[config.mk]
export PLATFORM = sky130hd
export DESIGN_NAME = picmicro_hw_stack_param_flat
export DESIGN_NICKNAME = d
export VERILOG_FILES = /design/src/rtl/picmicro_pkg.sv /design/src/rtl/picmicro_hw_stack_param_if.sv /design/src/rtl/picmicro_stack_ptr.sv /design/src/rtl/picmicro_hw_stack_param.sv /design/src/flat_wrapper.sv
export SDC_FILE = /design/constraint.sdc
export NUM_CORES = 1
export LEC_CHECK = 0
export CORE_ASPECT_RATIO = 0.6
export CORE_UTILIZATION = 25
export DETAILED_ROUTE_END_ITERATION = 7
export PLACE_DENSITY = 0.52
export SLEW_MARGIN = 20
export SYNTH_ARGS = -nofsm -noshare
export SYNTH_HDL_FRONTEND = slang
export SYNTH_SLANG_ARGS = --single-unit
[constraint.sdc]
create_clock -name clk -period 3.2 [get_ports clk]
set_input_delay 0.32 -clock clk [delete_from_list [all_inputs] [get_ports clk]]
set_output_delay 0.32 -clock clk [all_outputs]
set_load 0.005 [all_outputs]
[src/rtl/picmicro_pkg.sv]
// Shared types and defaults for the midrange core's hardware return stack.
package picmicro_pkg;

    // Policy applied when a push arrives while every entry is occupied.
    typedef enum logic {
        STK_WRAP = 1'b0,   // overwrite the oldest entry, like the classic PIC16 stack
        STK_SAT  = 1'b1    // drop the push and keep the existing contents
    } stack_ovf_mode_t;

    localparam int PC_WIDTH            = 13;
    localparam int STACK_DEPTH_DEFAULT = 8;

    // Pointer width for a modulo-depth index; never narrower than one bit.
    function automatic int stack_ptr_width(input int depth);
        return (depth > 1) ? $clog2(depth) : 1;
    endfunction

endpackage

[src/rtl/picmicro_hw_stack_param_if.sv]
// Bundle between the program-counter unit (master) and the return stack (slave).
interface picmicro_hw_stack_param_if
    import picmicro_pkg::*;
#(
    parameter int WIDTH = PC_WIDTH,
    parameter int DEPTH = STACK_DEPTH_DEFAULT
);
    localparam int TW = $clog2(DEPTH + 1);

    logic             push_en;
    logic             pop_en;
    logic [WIDTH-1:0] push_data;
    logic             clr_flags;
    logic [WIDTH-1:0] out;
    logic [TW-1:0]    tos;
    logic             empty;
    logic             full;
    logic             overflow;
    logic             underflow;
    logic             stk_err;

    modport master (
        output push_en, pop_en, push_data, clr_flags,
        input  out, tos, empty, full, overflow, underflow, stk_err
    );

    modport slave (
        input  push_en, pop_en, push_data, clr_flags,
        output out, tos, empty, full, overflow, underflow, stk_err
    );

endinterface

[src/rtl/picmicro_stack_ptr.sv]
// Modulo-DEPTH up/down pointer; wraps explicitly so DEPTH need not be a power of two.
module picmicro_stack_ptr
    import picmicro_pkg::*;
#(
    parameter  int DEPTH = STACK_DEPTH_DEFAULT,
    localparam int PW    = stack_ptr_width(DEPTH)
) (
    input  logic          clk,
    input  logic          rst,
    input  logic          inc,
    input  logic          dec,
    output logic [PW-1:0] ptr,
    output logic [PW-1:0] ptr_prev
);

    localparam logic [PW-1:0] PTR_LAST = PW'(DEPTH - 1);

    logic [PW-1:0] ptr_next;

    // Neighbouring slots of the current pointer, wrapping at both ends.
    always_comb begin
        ptr_next = (ptr == PTR_LAST) ? '0 : ptr + 1'b1;
        ptr_prev = (ptr == '0) ? PTR_LAST : ptr - 1'b1;
    end

    // Pointer register; simultaneous inc and dec cancel out.
    always_ff @(posedge clk) begin
        if (rst) begin
            ptr <= '0;
        end else if (inc && !dec) begin
            ptr <= ptr_next;
        end else if (dec && !inc) begin
            ptr <= ptr_prev;
        end
    end

endmodule

[src/rtl/picmicro_hw_stack_param.sv]
// Parametrised return stack: push/pop/replace with selectable overflow policy,
// sticky overflow/underflow flags and a registered stack-error strobe.
module picmicro_hw_stack_param
    import picmicro_pkg::*;
#(
    parameter int              WIDTH    = PC_WIDTH,
    parameter int              DEPTH    = STACK_DEPTH_DEFAULT,
    parameter stack_ovf_mode_t OVF_MODE = STK_WRAP
) (
    input logic                     clk,
    input logic                     rst,
    picmicro_hw_stack_param_if.slave bus
);

    localparam int              PW      = stack_ptr_width(DEPTH);
    localparam int              TW      = $clog2(DEPTH + 1);
    localparam logic [TW-1:0]   TOS_MAX = TW'(DEPTH);

    logic [WIDTH-1:0] stack [DEPTH];
    logic [PW-1:0]    wp;
    logic [PW-1:0]    wp_prev;
    logic [TW-1:0]    tos;
    logic             overflow;
    logic             underflow;
    logic             stk_err;

    logic             is_empty;
    logic             is_full;
    logic             wr_en;
    logic [PW-1:0]    wr_addr;
    logic             ptr_inc;
    logic             ptr_dec;
    logic             tos_inc;
    logic             tos_dec;
    logic             ovf_evt;
    logic             unf_evt;

    assign is_empty = (tos == '0);
    assign is_full  = (tos == TOS_MAX);

    picmicro_stack_ptr #(
        .DEPTH (DEPTH)
    ) u_wp (
        .clk      (clk),
        .rst      (rst),
        .inc      (ptr_inc),
        .dec      (ptr_dec),
        .ptr      (wp),
        .ptr_prev (wp_prev)
    );

    // Decode the push/pop request against the current occupancy.
    always_comb begin
        wr_en   = 1'b0;
        wr_addr = wp;
        ptr_inc = 1'b0;
        ptr_dec = 1'b0;
        tos_inc = 1'b0;
        tos_dec = 1'b0;
        ovf_evt = 1'b0;
        unf_evt = 1'b0;
        if (bus.push_en && bus.pop_en) begin
            if (is_empty) begin
                // Nothing to replace: treat as a push but still report the bad pop.
                wr_en   = 1'b1;
                ptr_inc = 1'b1;
                tos_inc = 1'b1;
                unf_evt = 1'b1;
            end else begin
                // Replace the top entry in place; legal even when full.
                wr_en   = 1'b1;
                wr_addr = wp_prev;
            end
        end else if (bus.push_en) begin
            if (!is_full) begin
                wr_en   = 1'b1;
                ptr_inc = 1'b1;
                tos_inc = 1'b1;
            end else begin
                ovf_evt = 1'b1;
                if (OVF_MODE == STK_WRAP) begin
                    // Slot at wp holds the oldest entry once full.
                    wr_en   = 1'b1;
                    ptr_inc = 1'b1;
                end
            end
        end else if (bus.pop_en) begin
            if (!is_empty) begin
                ptr_dec = 1'b1;
                tos_dec = 1'b1;
            end else begin
                unf_evt = 1'b1;
            end
        end
    end

    // Entry storage; popped entries are left in place.
    always_ff @(posedge clk) begin
        if (rst) begin
            for (int i = 0; i < DEPTH; i++) begin
                stack[i] <= '0;
            end
        end else if (wr_en) begin
            stack[wr_addr] <= bus.push_data;
        end
    end

    // Occupancy counter.
    always_ff @(posedge clk) begin
        if (rst) begin
            tos <= '0;
        end else if (tos_inc) begin
            tos <= tos + 1'b1;
        end else if (tos_dec) begin
            tos <= tos - 1'b1;
        end
    end

    // Sticky flags and error strobe; a new event beats clr_flags.
    always_ff @(posedge clk) begin
        if (rst) begin
            overflow  <= 1'b0;
            underflow <= 1'b0;
            stk_err   <= 1'b0;
        end else begin
            if (ovf_evt) begin
                overflow <= 1'b1;
            end else if (bus.clr_flags) begin
                overflow <= 1'b0;
            end
            if (unf_evt) begin
                underflow <= 1'b1;
            end else if (bus.clr_flags) begin
                underflow <= 1'b0;
            end
            stk_err <= ovf_evt | unf_evt;
        end
    end

    assign bus.out       = is_empty ? '0 : stack[wp_prev];
    assign bus.tos       = tos;
    assign bus.empty     = is_empty;
    assign bus.full      = is_full;
    assign bus.overflow  = overflow;
    assign bus.underflow = underflow;
    assign bus.stk_err   = stk_err;

endmodule
[src/flat_wrapper.sv]
// flat-port wrapper written by rule: the top's interface ports become plain ports
module picmicro_hw_stack_param_flat import picmicro_pkg::*;
#(
    parameter int              WIDTH    = PC_WIDTH,
    parameter int              DEPTH    = STACK_DEPTH_DEFAULT,
    parameter stack_ovf_mode_t OVF_MODE = STK_WRAP
)
  (clk, rst, bus_push_en, bus_pop_en, bus_push_data, bus_clr_flags, bus_out, bus_tos, bus_empty, bus_full, bus_overflow, bus_underflow, bus_stk_err);
  picmicro_hw_stack_param_if #(.WIDTH(WIDTH), .DEPTH(DEPTH)) bus_i ();
  input logic clk;
  input logic rst;
  input wire logic [$bits(bus_i.push_en)-1:0] bus_push_en;
  input wire logic [$bits(bus_i.pop_en)-1:0] bus_pop_en;
  input wire logic [$bits(bus_i.push_data)-1:0] bus_push_data;
  input wire logic [$bits(bus_i.clr_flags)-1:0] bus_clr_flags;
  output wire logic [$bits(bus_i.out)-1:0] bus_out;
  output wire logic [$bits(bus_i.tos)-1:0] bus_tos;
  output wire logic [$bits(bus_i.empty)-1:0] bus_empty;
  output wire logic [$bits(bus_i.full)-1:0] bus_full;
  output wire logic [$bits(bus_i.overflow)-1:0] bus_overflow;
  output wire logic [$bits(bus_i.underflow)-1:0] bus_underflow;
  output wire logic [$bits(bus_i.stk_err)-1:0] bus_stk_err;
  assign bus_i.push_en = bus_push_en;
  assign bus_i.pop_en = bus_pop_en;
  assign bus_i.push_data = bus_push_data;
  assign bus_i.clr_flags = bus_clr_flags;
  assign bus_out = bus_i.out;
  assign bus_tos = bus_i.tos;
  assign bus_empty = bus_i.empty;
  assign bus_full = bus_i.full;
  assign bus_overflow = bus_i.overflow;
  assign bus_underflow = bus_i.underflow;
  assign bus_stk_err = bus_i.stk_err;
  picmicro_hw_stack_param #(.WIDTH(WIDTH), .DEPTH(DEPTH), .OVF_MODE(OVF_MODE)) u_core (.clk(clk), .rst(rst), .bus(bus_i));
endmodule
==> results of run 1 <==
## how the worst min path moves through the flow
stage                                     end  depth (start not counted)  slack (ns)           startpoint
after floorplan           u_core.bus.overflow                          2        0.48  u_core.bus.overflow
after global placement    u_core.bus.overflow                          2        0.49  u_core.bus.overflow
after detailed placement  u_core.bus.overflow                          2        0.49  u_core.bus.overflow
after CTS                 u_core.bus.overflow                          2        0.51  u_core.bus.overflow
after global routing      u_core.bus.overflow                          2        0.54  u_core.bus.overflow
final                     u_core.bus.overflow                          2        0.51  u_core.bus.overflow
## metal layers
layer	routed length (um)	track usage (%)
met1	7810	21.1
met2	6820	19.5
met3	1920	6.23
met4	188	4.22
met5	0	0
## power by group
part | total (W) | switching, W | leakage, nW | internal [W]
Clock | 0.00191 | 0.000693 | 0.278 | 0.00121
Combinational | 0.00163 | 0.000956 | 1.01 | 0.000670
Sequential | 0.00184 | 0.0000753 | 1.16 | 0.00177
Total | 0.00538 | 0.00172 | 2.45 | 0.00365
## cell type report
class	count	share of cell area (%)
clock buffer	21	6.16
timing repair buffer	62	8.15
inverter	10	0.525
sequential	114	46.5
tap	308	5.39
clock inverter	11	1.92
multi-input combinational	301	31.4
## timing repair
| action | 4_1_cts | 5_1_grt |
|---|---|---|
| cloned | 0 | 1 |
| endpoints found under the setup margin | 12 | 12 |
| gates resized for setup | 5 | 11 |
| pin swaps | 1 | 0 |
## cells in the mapped netlist (3+ instances only)
cell | count | area share (%)
sky130_fd_sc_hd__and2_1 | 68 | 7.4
sky130_fd_sc_hd__o21ai_0 | 5 | 0.44
sky130_fd_sc_hd__mux2_2 | 3 | 0.59
sky130_fd_sc_hd__buf_4 | 3 | 0.39
sky130_fd_sc_hd__mux2i_1 | 26 | 4.5
sky130_fd_sc_hd__o32ai_2 | 3 | 0.85
sky130_fd_sc_hd__buf_2 | 12 | 1.0
sky130_fd_sc_hd__ha_1 | 6 | 1.3
sky130_fd_sc_hd__a311oi_1 | 12 | 1.8
sky130_fd_sc_hd__nor2b_1 | 38 | 4.1
sky130_fd_sc_hd__nor2b_2 | 7 | 1.1
sky130_fd_sc_hd__nor2_1 | 13 | 0.85
sky130_fd_sc_hd__a32oi_1 | 13 | 2.0
sky130_fd_sc_hd__nand2b_1 | 4 | 0.44
sky130_fd_sc_hd__a31oi_1 | 5 | 0.55
sky130_fd_sc_hd__a21oi_1 | 18 | 1.6
sky130_fd_sc_hd__o221ai_1 | 23 | 3.5
sky130_fd_sc_hd__or2_2 | 5 | 0.55
sky130_fd_sc_hd__nand3_1 | 7 | 0.61
sky130_fd_sc_hd__dfxtp_1 | 10 | 3.5
sky130_fd_sc_hd__nand2_1 | 7 | 0.46
sky130_fd_sc_hd__edfxtp_1 | 104 | 54
sky130_fd_sc_hd__clkbuf_1 | 18 | 1.2
sky130_fd_sc_hd__nor4_1 | 3 | 0.33
sky130_fd_sc_hd__inv_1 | 10 | 0.65
sky130_fd_sc_hd__or3_1 | 3 | 0.33
sky130_fd_sc_hd__nor3_1 | 6 | 0.52
## cells in the final DEF, fill, tap and decap left out, drive strengths merged, types with 2 or more instances in the layout
cell / synthesis / layout
edfxtp: 104 / 104
a32oi: 13 / 13
a31oi: 5 / 5
o32ai: 3 / 3
and2: 68 / 68
nand2b: 4 / 4
buf: 19 / 23
clkdlybuf4s50: 0 / 39
nand3: 7 / 7
o22ai: 2 / 2
a211oi: 3 / 3
inv: 10 / 10
clkbuf: 19 / 21
ha: 6 / 6
nor3b: 2 / 2
or3: 3 / 3
or2: 5 / 5
dfxtp: 10 / 10
nand4: 2 / 2
clkinv: 0 / 6
nor4: 3 / 3
o221ai: 23 / 23
nor2b: 45 / 45
a311oi: 12 / 12
o211ai: 2 / 2
bufinv: 0 / 3
nor2: 13 / 13
mux2i: 26 / 26
clkinvlp: 0 / 2
mux2: 3 / 3
o21ai: 5 / 5
o31ai: 2 / 2
nand2: 7 / 7
nor3: 6 / 6
a21oi: 18 / 18
## kinds of logic (layout without fill, tap and decap cells)
| logic type | count (synthesis) | count (layout) | synth area share (%) |
|---|---|---|---|
| DFF | 114 | 114 | 58.0 |
| muxes | 29 | 29 | 5.13 |
| xor gates and xnor gates | 1 | 1 | 0.153 |
| buffers and inverters | 48 | 104 | 3.89 |
| and+or+nand+nor | 169 | 169 | 17.7 |
| adders and majority gates | 6 | 6 | 1.31 |
| AOI/OAI and AO/OA | 96 | 96 | 13.8 |
## stage by stage
step | power, W | setup slack [ns]
floorplan | 0.00274 | 0.824
global placement | 0.00340 | 0.321
detailed placement | 0.00340 | 0.279
CTS | 0.00531 | 0.00478
global route | 0.00558 | 0.00208
finish | 0.00538 | 0.100
## flip-flops by register name, summed over array words and instances (netlist names)
register and cells:
u_core.bus.tos 4, u_core.bus.underflow 1, u_core.u_wp.ptr 3, u_core.bus.overflow 1, u_core.stack 104, u_core.bus.stk_err 1
## critical path, stage by stage (launching register included)
cell and delay (ns):
sky130_fd_sc_hd__dfxtp_1 0.39, sky130_fd_sc_hd__inv_2 0.11, sky130_fd_sc_hd__ha_2 0.43, sky130_fd_sc_hd__nor2_1 0.09
sky130_fd_sc_hd__nor2_2 0.20, sky130_fd_sc_hd__buf_6 0.21, sky130_fd_sc_hd__o221ai_1 0.16, sky130_fd_sc_hd__a21oi_1 0.22
sky130_fd_sc_hd__clkdlybuf4s50_1 0.55
==> results summary, run 1 <==
The flow ran to the end, and the final reports show no timing, DRC or antenna violations. The number of diodes added for antenna fixing came out at 0. After the last flow step, the layout net total stands at 530.

The worst supply voltage drop on vdd is about 0.50 mV. The start of the worst register-to-register path is u_core.u_wp.ptr[1]. The final cell count without fillers came out at 827. The number of enable-type register cells in the synthesized netlist came out at roughly 100. The post-route netlist has 17.0% of its cells at a drive strength greater than 1. Yosys printed 0 warnings. The width of the die came out at 197 um. The total via count after detailed routing came out at between 4,000 and 5,000.

The most critical setup path has its endpoint at bus_out[9]. The net count of the mapped netlist came out at ~500. The required time at the worst-slack endpoint is 2.88 ns. The detailed router's first-iteration violation count came out at approximately 430. In this run the critical register-to-register path is captured at u_core.stack[7][9].

The average size of a mapped cell came out at 12.4 um^2. The final max-slew violation count came to 0. The setup path with the least slack is of type reg2out. The count of buffers from port buffering came out at 39. After clock tree synthesis, the clock-pin slew on the worst setup and hold paths is ~0.06 ns. The post-synthesis async set-or-reset flop share is 0%.

The overall overflow remaining after global route is 0. TritonCTS built the clock tree. The final critical delay including setup and external delays is just over 3 ns. The tightest slew margin relative to the limit is about 60%.

Setup repair after global routing left no endpoint under its margin. The deepest clock path buffer count came out at 2. The share of the yosys chip area belonging to registers came out at 58.0%. The number of distinct standard cells referenced by the synthesized netlist is between 50 and 60. In this run the worst setup path begins at u_core.u_wp.ptr[1].

Among all flip-flop cells after synthesis, the most frequent one is sky130_fd_sc_hd__edfxtp_1. The final non-filler cell area came out at 7150 um^2. The number of placed instances, taps included, is 794. The final weighted congestion of routability-driven global placement came out at approximately 0.82. The clock latency of the later-clocked register in the worst-skew pair came out at between 0.4 and 0.5 ns. Clock tree synthesis selected as its root buffer the cell sky130_fd_sc_hd__clkbuf_16. The initial utilization of the core area, before any placement, comes to around a quarter. The number of synthesized register bits is 114. The H-tree was split into 4 levels.

The number of nets with antenna violations after routing came out at 0. The routed design has 16.7 mm of wire. The first global-routing pass estimated 24.7 mm of wire.

After clock tree synthesis, the flow added hold-fix buffers numbering 0. The largest net degree at the start of global routing is 38. The analysis attributes to cell leakage a power of around 2.4 nW.

The area taken by multi-input logic gates is approximately 2200 um^2. The instance area after placement came out at 6510 um^2. Row generation in the floorplan step produced 42 rows.

The number of antenna violations at the first check in global routing came out at 0. Setup violations remaining at the end of the flow were counted as 0. The number of top-level pins came out at 40. The area of the core is ~22,000 um^2.

The power density over the cells came out at roughly 750 nW/um^2. The transition time at the pin with the least slew margin came out at 0.603 ns. The combined flip-flop and latch cell area is between 3000 and 4000 um^2. For this run, design rule violations remaining after detail routing come to 0. The gate count of the mapped netlist came out at 463. Of the available clock period, the critical path in the final layout requires between 90% and 100%. STA classifies the critical path startpoint as a flop. The number of clock sinks came out at approximately 110. The cell area that synthesis handed to floorplanning was between 5000 and 6000 um^2. After detailed routing, the average wire length per cell comes to roughly 20 um.

The worst register-to-register path has a setup slack of ~0.60 ns. The worst reg2reg path depth came out at 7. The number of global-route vias before repair came out at ~3,800.

The worst-case clock skew is roughly 0.012 ns. The floorplan die height came out at ~120 um. Across the run, the number of max-cap violations was 0.

The tightest hold path in the finished design has a slack of 0.506 ns. The final sum of negative setup slack is 0 ns. The arrival time of data at the critical path endpoint came out at ~2.8 ns. Counting the buffers created by CTS gives 17. The final core utilization is ~32%. The highest achievable clock rate is around 0.32 GHz. In this run the worst path has a maximum fanout of 11. The area of the die came out at 23,600 um^2. The final count of hold timing violations is 0.

The class of the most critical hold timing path is reg2reg. Fill cells in the final layout number around 2,300. The number of vias per cell after detailed routing came out at between 4 and 5. The first-pass iteration count of the detailed router is 5. The area growth from synthesis to final layout is 24.8%.

Detailed placement ended at an HPWL of between 10 and 15 mm. In this run the post-CTS setup repair buffer count came out at 0. The global-route usage over all layers came out at approximately 15%. STA classifies the critical path endpoint as a primary output.
No activity file was read; power rests on OpenSTA's default activity.
==> inputs of run 2 (changes only) <==
--- a/config.mk
+++ b/config.mk
@@ -8,7 +8,8 @@
 export CORE_ASPECT_RATIO = 0.6
 export CORE_UTILIZATION = 25
 export DETAILED_ROUTE_END_ITERATION = 7
-export PLACE_DENSITY = 0.52
+export GPL_ROUTABILITY_DRIVEN = 0
+export PLACE_DENSITY_LB_ADDON = 0.1
 export SLEW_MARGIN = 20
 export SYNTH_ARGS = -nofsm -noshare
 export SYNTH_HDL_FRONTEND = slang
==> results summary, run 2 (same netlist as run 1, synthesis figures left out) <==
The flow ran to the end, and the final reports show no timing, DRC or antenna violations. The net total in the final layout came out at 534 (+0.75%). The tightest slew margin relative to the limit came to 64.3% (+4.5 points). The required time at the worst-slack endpoint is 2.88 ns (about the same). The number of diodes added for antenna fixing is 0 (unchanged).

The total via count after detailed routing came out at 4,015 (-1.6%). The width of the die came out at 197 um (unchanged). The largest registers in the layout are u_core.stack (104), u_core.bus.tos (4), u_core.u_wp.ptr (3).

The deepest clock path buffer count came to 2 (unchanged). The number of buffers created by CTS came to 17 (unchanged). The flip-flop count of the largest register after layout came out at 104 (unchanged).

The area taken by multi-input logic gates was 2270 um^2 (+1.2%). The post-route worst hold slack was 0.501 ns (-0.00543 ns). The final cycle utilization of the critical path came out at 97.3% (+0.43 points).

The library cell used most frequently in the layout, excluding fill and tap cells, is sky130_fd_sc_hd__edfxtp_1. The global-route usage over all layers was 16.6% (+1.9 points). The class of the most critical hold timing path is reg2reg. Setup repair after global routing left no endpoint under its margin. The number of nets with antenna violations after routing came out at 0 (unchanged). The number of clock sinks came to 114 (unchanged).

The portion of total power attributed to combinational logic came out at 31.9% (+1.7 points). The initial core utilization is 25.7% (unchanged). The count of buffers from port buffering came out at 39 (unchanged). The startpoint kind of the worst setup timing path is a flop. The proportion of layout cells with a drive suffix above 1 came to 19.9% (+2.9 points). The top cell types in the final layout, fill and taps aside, are sky130_fd_sc_hd__edfxtp_1, sky130_fd_sc_hd__and2_1, sky130_fd_sc_hd__clkdlybuf4s50_1.

The final max-slew violation count is 0 (unchanged). The number of antenna violations at the first check in global routing was 2 (+2). The clock-pin slew of the registers on the worst-case setup and hold paths came out at 0.06 ns (about the same).

The net switching power figure is 0.00181 W (+4.8%). The transition time at the pin with the least slew margin came to 0.531 ns (-0.0721 ns). The share of total power in the clock network came out at 34.1% (-1.4 points). The worst setup path is of the reg2out kind. The first-pass iteration count of the detailed router came out at 4 (-1). The detailed router's first-iteration violation count was 400 (-5.9%). The smallest setup slack after layout was 0.0865 ns (-0.0136 ns). The highest achievable clock rate came out at 0.321 GHz (-0.44%). The count of hold buffers inserted by post-cts repair came to 0 (unchanged). The final critical delay including setup and external delays came out at 3.11 ns (+0.0136 ns). The remaining design rule violation count came out at 0 (unchanged).

The max-capacitance violation count came out at 0 (unchanged). The overall overflow remaining after global route is 0 (unchanged). The clock latency of the later-clocked register in the worst-skew pair is 0.41 ns (about the same). The post-placement setup slack is 0.252 ns (-0.0275 ns). The element type at the critical path end is a primary output.

The global-route wire length before repair came out at 27.5 mm (+11%). The number of endpoints failing setup at the final stage was 0 (unchanged). The total wirelength of the detailed-routed design is 18.6 mm (+11%). Relative to the synthesized area, the layout overhead comes to 25.8%.

The largest net degree at the start of global routing came out at 38 (unchanged). The area of the die is 23,600 um^2 (unchanged). Ranked by flip-flop count, first place goes to u_core.stack. The arrival time of data at the critical path endpoint came out at 2.79 ns (about the same). The final sum of negative setup slack came out at 0 ns (unchanged). The maximum net fanout on the critical path came out at 10 (-1). The number of global-route vias before repair came out at 3,951 (+2.7%).

The final count of hold timing violations is 0 (unchanged). The area of the core was 22,300 um^2 (unchanged). The sum of net half-perimeters after detailed placement is 12.1 mm (+13%).

The floorplan die height is 119 um (unchanged). The number of cell rows is 42 (unchanged). The number of top-level pins is 40 (unchanged). The internal reg-to-reg setup slack is 0.67 ns (+0.07 ns). TritonCTS built the clock tree. The number of fillers in the final layout is 2,260 (+0.18%).

The worst-case clock skew is 0.00628 ns (-0.00554 ns). The number of vias per cell after detailed routing came out at 4.83 (-2.1%). The part of the power in registers is 34.0% (-0.3 points). The worst supply voltage drop on vdd came to 0.361 mV (-28%). The internal power of the cells was 0.00361 W (-1.0%).

The net switching fraction of the power came out at 33.3% (+1.3 points). The leakage power total is 2.46 nW (+0.60%). The total number of H-tree levels came out at 4 (unchanged).

The average wire per standard cell was 22.4 um (+11%). The power density over the cells came out at 752 nW/um^2 (about the same). The buffer cell driving the clock tree root is sky130_fd_sc_hd__clkbuf_16. The combined flip-flop and latch cell area is 3330 um^2 (about the same).
-- run 2: cell count changes in the layout (fill, tap and decap cells not counted), moves of 2 or more --
cell | before | now
sky130_fd_sc_hd__buf_4 | 20 | 24
sky130_fd_sc_hd__a21oi_2 | 2 | 6
sky130_fd_sc_hd__a21oi_1 | 16 | 12
sky130_fd_sc_hd__clkinvlp_4 | 2 | 5
sky130_fd_sc_hd__clkbuf_1 | 4 | 1
sky130_fd_sc_hd__a311oi_2 | 1 | 3
sky130_fd_sc_hd__a311oi_1 | 11 | 9
-- run 2: worst paths after layout --
kind,from,endpoint,depth (start not counted)
setup reg to reg,u_core.u_wp.ptr[1],u_core.stack[3][8],8
hold reg to reg,u_core.bus.overflow,u_core.bus.overflow,2
setup / recovery,u_core.u_wp.ptr[1],bus_out[2],8
hold / removal,u_core.bus.overflow,u_core.bus.overflow,2
-- run 2: critical path, stage by stage, from the launching register on --
cell                              delay [ns]
sky130_fd_sc_hd__dfxtp_2                0.36
sky130_fd_sc_hd__inv_2                  0.09
sky130_fd_sc_hd__ha_2                   0.23
sky130_fd_sc_hd__and2_2                 0.26
sky130_fd_sc_hd__buf_4                  0.23
sky130_fd_sc_hd__a311oi_2               0.23
sky130_fd_sc_hd__o221ai_1               0.24
sky130_fd_sc_hd__a21oi_2                0.22
sky130_fd_sc_hd__clkdlybuf4s50_1        0.52
-- run 2: cell type report --
type	count	share of cell area (%)
inverters	10	0.521
clock inverters	14	1.94
repair buffers	66	8.62
clock buffers	18	5.95
multi-input cells	301	31.5
well taps	308	5.34
flip-flops and latches	114	46.1
-- run 2: layer usage --
layer,vias up,share of wire [%],global-route usage [%]
met4,0,0.46,3.73
met5,-,0,0
met2,126,40,21.3
met3,7,7.4,5.18
met1,2023,52,26.1
li1,1859,-,-
-- run 2: per-stage QoR --
step	total power [W]	instances	util, %	area, um^2
floorplan	0.00274	463	-	5730
global placement	0.00353	799	29.5	6560
detailed placement	0.00352	799	29.5	6560
CTS	0.00543	831	32.2	7180
global route	0.00567	831	32.4	7210
finish	0.00542	831	32.4	7210
-- run 2: power by group through the flow --
stage | registers [W] | clock network [W] | logic, W
after floorplan | 0.00183 | 0 | 0.000911
after global placement | 0.00187 | 0 | 0.00166
after detailed placement | 0.00187 | 0 | 0.00165
after CTS | 0.00184 | 0.00189 | 0.00170
after global routing | 0.00185 | 0.00196 | 0.00185
final | 0.00184 | 0.00185 | 0.00173
-- run 2: repair_timing --
| action | 4_1_cts | 5_1_grt |
|---|---|---|
| buffers inserted | 0 | 0 |
| hold endpoints to repair | 0 | 0 |
| resized for setup | 12 | 9 |
| pin swaps | 1 | 2 |
| endpoints found under the setup margin | 12 | 12 |
